`src/rtl/axis_hdr_pkg.sv`:
```
// axis_hdr_pkg: shared state encoding and width defaults for the header arbiter.
package axis_hdr_pkg;
    localparam int DATA_WD_DEF  = 32;
    localparam int BYTE_WD_DEF  = DATA_WD_DEF / 8;
    localparam int STATE_WD     = 2;
    typedef enum logic [STATE_WD-1:0] {IDLE, OFFER, PKT} state_e;
endpackage

```
`src/rtl/axis_rr_arbiter.sv`:
```
// axis_rr_arbiter: combinational request picker, round-robin from ptr by default;
// AXIS_HDR_ARB_FIXED_PRIO_EN selects fixed lowest-index-wins priority.
module axis_rr_arbiter #(
    parameter int N      = 4,
    parameter int IDX_WD = $clog2(N)
) (
    input  logic [N-1:0]      req,
    input  logic [IDX_WD-1:0] ptr,
    output logic [N-1:0]      gnt,
    output logic [IDX_WD-1:0] idx
);
    logic [IDX_WD-1:0] base;
    logic [IDX_WD-1:0] c;
    logic              found;
`ifdef AXIS_HDR_ARB_FIXED_PRIO_EN
    logic unused_ptr;
    assign base       = '0;
    assign unused_ptr = ^ptr;
`else
    assign base = ptr;
`endif
    always_comb begin
        gnt   = '0;
        idx   = '0;
        found = 1'b0;
        c     = '0;
        for (int i = 0; i < N; i++) begin
            c = IDX_WD'((int'(base) + i) % N);
            if (!found && req[c]) begin
                found  = 1'b1;
                gnt[c] = 1'b1;
                idx    = c;
            end
        end
    end
endmodule

```
`src/rtl/axis_header_arbiter.sv`:
```
// axis_header_arbiter: grants one header per packet from N_SRC sources to the insert port,
// holding the next grant until the output packet's last beat (AXIS_HDR_ARB_FIXED_PRIO_EN: fixed priority).
module axis_header_arbiter
    import axis_hdr_pkg::*;
#(
    parameter int DATA_WD      = DATA_WD_DEF,
    parameter int DATA_BYTE_WD = BYTE_WD_DEF,
    parameter int N_SRC        = 4,
    parameter int IDX_WD       = $clog2(N_SRC)
) (
    input  logic                            clk,
    input  logic                            rst_n,
    input  logic [N_SRC-1:0]                src_valid,
    input  logic [N_SRC*DATA_WD-1:0]        src_data,
    input  logic [N_SRC*DATA_BYTE_WD-1:0]   src_keep,
    output logic [N_SRC-1:0]                src_ready,
    output logic                            valid_insert,
    output logic [DATA_WD-1:0]              data_insert,
    output logic [DATA_BYTE_WD-1:0]         keep_insert,
    input  logic                            ready_insert,
    input  logic                            mon_valid,
    input  logic                            mon_ready,
    input  logic                            mon_last,
    output logic [IDX_WD-1:0]               grant_idx,
    output logic                            busy
);
    state_e                  state_q, state_d;
    logic                    valid_q, valid_d;
    logic [DATA_WD-1:0]      data_q, data_d;
    logic [DATA_BYTE_WD-1:0] keep_q, keep_d;
    logic [IDX_WD-1:0]       grant_q, grant_d;
    logic [IDX_WD-1:0]       rr_ptr_q, rr_ptr_d;
    logic [N_SRC-1:0]        gnt;
    logic [IDX_WD-1:0]       win;
    logic                    pkt_done;
    logic [N_SRC-1:0]        pop;

    axis_rr_arbiter #(.N(N_SRC), .IDX_WD(IDX_WD)) u_arb (
        .req (src_valid),
        .ptr (rr_ptr_q),
        .gnt (gnt),
        .idx (win)
    );

    assign pkt_done = mon_valid & mon_ready & mon_last;

    always_comb begin
        state_d  = state_q;
        valid_d  = valid_q;
        data_d   = data_q;
        keep_d   = keep_q;
        grant_d  = grant_q;
        rr_ptr_d = rr_ptr_q;
        pop      = '0;
        case (state_q)
            IDLE: if (|src_valid) begin
                pop     = gnt;
                data_d  = src_data[win*DATA_WD +: DATA_WD];
                keep_d  = src_keep[win*DATA_BYTE_WD +: DATA_BYTE_WD];
                grant_d = win;
`ifdef AXIS_HDR_ARB_FIXED_PRIO_EN
                rr_ptr_d = '0;
`else
                rr_ptr_d = (win == IDX_WD'(N_SRC - 1)) ? '0 : win + IDX_WD'(1);
`endif
                valid_d = 1'b1;
                state_d = OFFER;
            end
            // A packet may already finish in the same cycle the header is taken.
            OFFER: if (ready_insert) begin
                valid_d = 1'b0;
                state_d = pkt_done ? IDLE : PKT;
            end
            PKT: if (pkt_done) state_d = IDLE;
            default: state_d = IDLE;
        endcase
    end

    always_ff @(posedge clk) begin
        if (!rst_n) begin
            state_q  <= IDLE;
            valid_q  <= 1'b0;
            data_q   <= '0;
            keep_q   <= '0;
            grant_q  <= '0;
            rr_ptr_q <= '0;
        end else begin
            state_q  <= state_d;
            valid_q  <= valid_d;
            data_q   <= data_d;
            keep_q   <= keep_d;
            grant_q  <= grant_d;
            rr_ptr_q <= rr_ptr_d;
        end
    end

    assign src_ready    = rst_n ? pop : '0;
    assign valid_insert = valid_q;
    assign data_insert  = data_q;
    assign keep_insert  = keep_q;
    assign grant_idx    = grant_q;
    assign busy         = state_q != IDLE;
endmodule

```
`config.mk`:
```
export PLATFORM = sky130hd
export DESIGN_NAME = axis_header_arbiter
export DESIGN_NICKNAME = d
export VERILOG_FILES = /design/src/rtl/axis_hdr_pkg.sv /design/src/rtl/axis_rr_arbiter.sv /design/src/rtl/axis_header_arbiter.sv
export SDC_FILE = /design/constraint.sdc
export NUM_CORES = 1
export LEC_CHECK = 0
export BUFFER_PORTS_ARGS = -buffer_cell sky130_fd_sc_hd__buf_2
export CAP_MARGIN = 25
export CORE_MARGIN = 2
export CORE_UTILIZATION = 47
export CTS_CLUSTER_DIAMETER = 80
export DETAILED_ROUTE_END_ITERATION = 8
export GPL_TIMING_DRIVEN = 0
export MAX_ROUTING_LAYER = met4
export PLACE_DENSITY = 0.95
export SLEW_MARGIN = 0
export SYNTH_ARGS = -nofsm -noshare
export SYNTH_HDL_FRONTEND = slang
export SYNTH_SLANG_ARGS = --single-unit
```
`constraint.sdc`:
```
create_clock -name clk -period 4.9 [get_ports clk]
set_clock_uncertainty 0.1 [all_clocks]
set_input_delay 1.47 -clock clk [delete_from_list [all_inputs] [get_ports clk]]
set_output_delay 1.47 -clock clk [all_outputs]
set_load 0.02 [all_outputs]
```
==> flow_metrics.env <==
export IMPL_outcome="finished clean"
export IMPL_tightest_slew_ns=0.637
export IMPL_antenna_cells=0
export IMPL_final_util_pct=67.7
export IMPL_num_io_pins=198
export IMPL_yosysUniqueCellTypes=48
export IMPL_cts_buffers=5
export IMPL_regArea_um2=861
export IMPL_fmax_ghz=0.211
export IMPL_die_h_um=85.2
export IMPL_slew_viol_final=0
export IMPL_path_clk_slew_ns=0.08
export IMPL_finalCriticalPeriod_ns=4.75
export IMPL_final_cell_mix="buf_2, mux2i_1, dfxtp_1"
export IMPL_yosysWarningCount=0
export IMPL_cts_tree="done"
export IMPL_path_max_fanout=10
export IMPL_grt_start_max_net_pins=14
export IMPL_vias=3711
export IMPL_setup_viol=0
export IMPL_wl_per_cell_um=17.8
export IMPL_syn_num_nets=507
export IMPL_irDropWorstVdd_uv=321
export IMPL_ant_nets=0
export IMPL_arrival_ns=3.18
export IMPL_clk_path_buf_depth=2
export IMPL_cp_required_ns=3.33
export IMPL_insertion_delay_ns=0.29
export IMPL_gp_congestion=0.950
export IMPL_synth_area_mm2=0.00310
export IMPL_initial_utilization_pct=48.8
export IMPL_grt_pass1_wl_um=16700
export IMPL_row_count=29
export IMPL_slew_headroom_pct=57.4
export IMPL_layout_nets=710
export IMPL_min_path_type="reg2reg"
export IMPL_grt_setup_unrepaired="false"
export IMPL_first_pass_iters=5
export IMPL_grt_ovfl_total=0
export IMPL_io_buffers=196
export IMPL_synth_seq_cells=43
export IMPL_drt_initial_drc_count=183
export IMPL_multi_input_area_mm2=0.00202
export IMPL_vias_per_cell=5.94
export IMPL_seq_area_frac_synth_pct=27.8
export IMPL_final_common_cell="buf_2"
export IMPL_cp_start_kind="input port"
export IMPL_min_period_over_period_pct=96.9
export IMPL_synthCells=344
export IMPL_avgSynthCellArea_um2=9.01
export IMPL_cts_hold_buf=0
export IMPL_first_global_vias=3493
export IMPL_async_reset_ff_share_pct=0
export IMPL_final_cell_area_mm2=0.00430
export IMPL_synthFlopType="dfxtp_1"
export IMPL_cts_sinks=43
export IMPL_grt_use_total_pct=29.3
export IMPL_criticalPathCategory="in2out"
export IMPL_dieWidth_um=85.2
export IMPL_holdWs_ns=0.377
export IMPL_p_leak_nw=2.09
export IMPL_htreeDepth=2
export IMPL_coreArea_mm2=0.00635
export IMPL_post_cts_buffers=0
export IMPL_drive_gt1_share_pct=43.4
export IMPL_placed_cell_area_mm2=0.00418
export IMPL_antenna_found_initial=0
export IMPL_worstSetupEndpointType="primary output"
export IMPL_powerDensity_mw_per_mm2=563
export IMPL_die_area_mm2=0.00726
export IMPL_fillerInstances=511
export IMPL_hold_violations=0
export IMPL_syn_to_final_growth_pct=38.8
export IMPL_drc=0
export IMPL_fin_tns_setup_ns=0
export IMPL_max_cap_violations=0
export IMPL_power_total_mw=2.42
export IMPL_hpwl_um=8860
export IMPL_cts_root_buf="clkbuf_8"
export IMPL_synth_edf_count=0
export IMPL_routed_wirelength_um=11100
per-stage QoR:
stage / setup slack [ns] / cells
after floorplan: 0.549 / 344
after global placement: 0.272 / 617
after detailed placement: 0.188 / 617
after CTS: 0.180 / 625
after global routing: 0.0651 / 625
final: 0.149 / 625
flip-flops by register name, summed over array words and instances, names as in the netlist:
| name | cells |
|---|---|
| data_insert | 32 |
| grant_idx | 2 |
| keep_insert | 4 |
| rr_ptr_q | 2 |
| state_q | 2 |
| valid_insert | 1 |
critical path: stages:
cell and delay [ns]:
buf_2 0.11, buf_2 0.17, mux4_2 0.52, nor2b_4 0.18, a22oi_1 0.15, nor2_1 0.06
a221oi_1 0.27, nor2_1 0.07, buf_2 0.16
where the power goes:
part / switching, mW / internal (mW) / total [mW]
registers: 0.0969 / 0.497 / 0.594
clock network: 0.122 / 0.165 / 0.288
logic: 0.895 / 0.643 / 1.54
path summary, 6_finish.rpt:
| path | cells past startpoint | slack, ns | endpoint | start |
|---|---|---|---|---|
| worst max-delay path | 9 | 0.15 | src_ready[1] | src_valid[1] |
| worst min-delay path | 2 | 0.38 | data_insert[25]$_SDFFE_PN0P_ | data_insert[25]$_SDFFE_PN0P_ |
| worst max register to register | 10 | 1.61 | data_insert[23]$_SDFFE_PN0P_ | rr_ptr_q[1]$_SDFFE_PN0P_ |
| worst min register to register | 2 | 0.38 | data_insert[25]$_SDFFE_PN0P_ | data_insert[25]$_SDFFE_PN0P_ |
kinds of logic after synthesis:
group           count (synthesis)  synth area share [%]
compound gates                 76                  19.5
fa+ha+maj                       9                  3.63
buf+inv                        42                  7.07
flops                          43                  27.8
mux                            76                  26.1
simple gates                   98                  15.9
metal layers:
layer	vias to the layer above	routed length (um)	GRT usage, %
met3	24	849	4.47
met2	223	5690	50.4
met4	0	214	7.79
li1	1729	-	-
met1	1735	4350	35.8
met5	-	0	-
synth_stat cells, types with 2 or more instances:
cell type	instances	share of area [%]
a211oi_1	2	0.48
nor3_1	7	1.1
a21oi_1	7	1.1
nand2_1	18	2.2
a21boi_0	3	0.73
nand3_1	37	6.0
nor2b_1	3	0.61
a22oi_1	4	0.97
inv_1	9	1.1
clkbuf_1	11	1.3
a221oi_1	5	1.4
buf_6	2	0.73
ha_1	9	3.6
o21ai_0	9	1.5
o221ai_1	32	9.0
mux4_2	2	1.5
nor2_1	17	2.1
dfxtp_1	43	28
o31ai_1	4	0.97
buf_2	10	1.6
nand3_2	2	0.65
and3_1	4	0.81
mux2i_1	71	23
buf_4	8	1.9
nor4_1	2	0.40
timing repair:
item | in CTS | in global routing
endpoints found under the hold margin | 0 | 0
endpoints found under the setup margin | 0 | 4
resized for setup | 0 | 2
layout make-up:
class	instances	area share, %
Clock inverter	2	0.815
Tap cell	77	2.24
Multi-Input combinational cell	259	47.1
Buffer	32	4.22
Timing Repair Buffer	196	22.8
Sequential cell	43	20.0
Inverter	10	0.873
Clock buffer	6	1.92
Power figures use the tool's default switching activity.
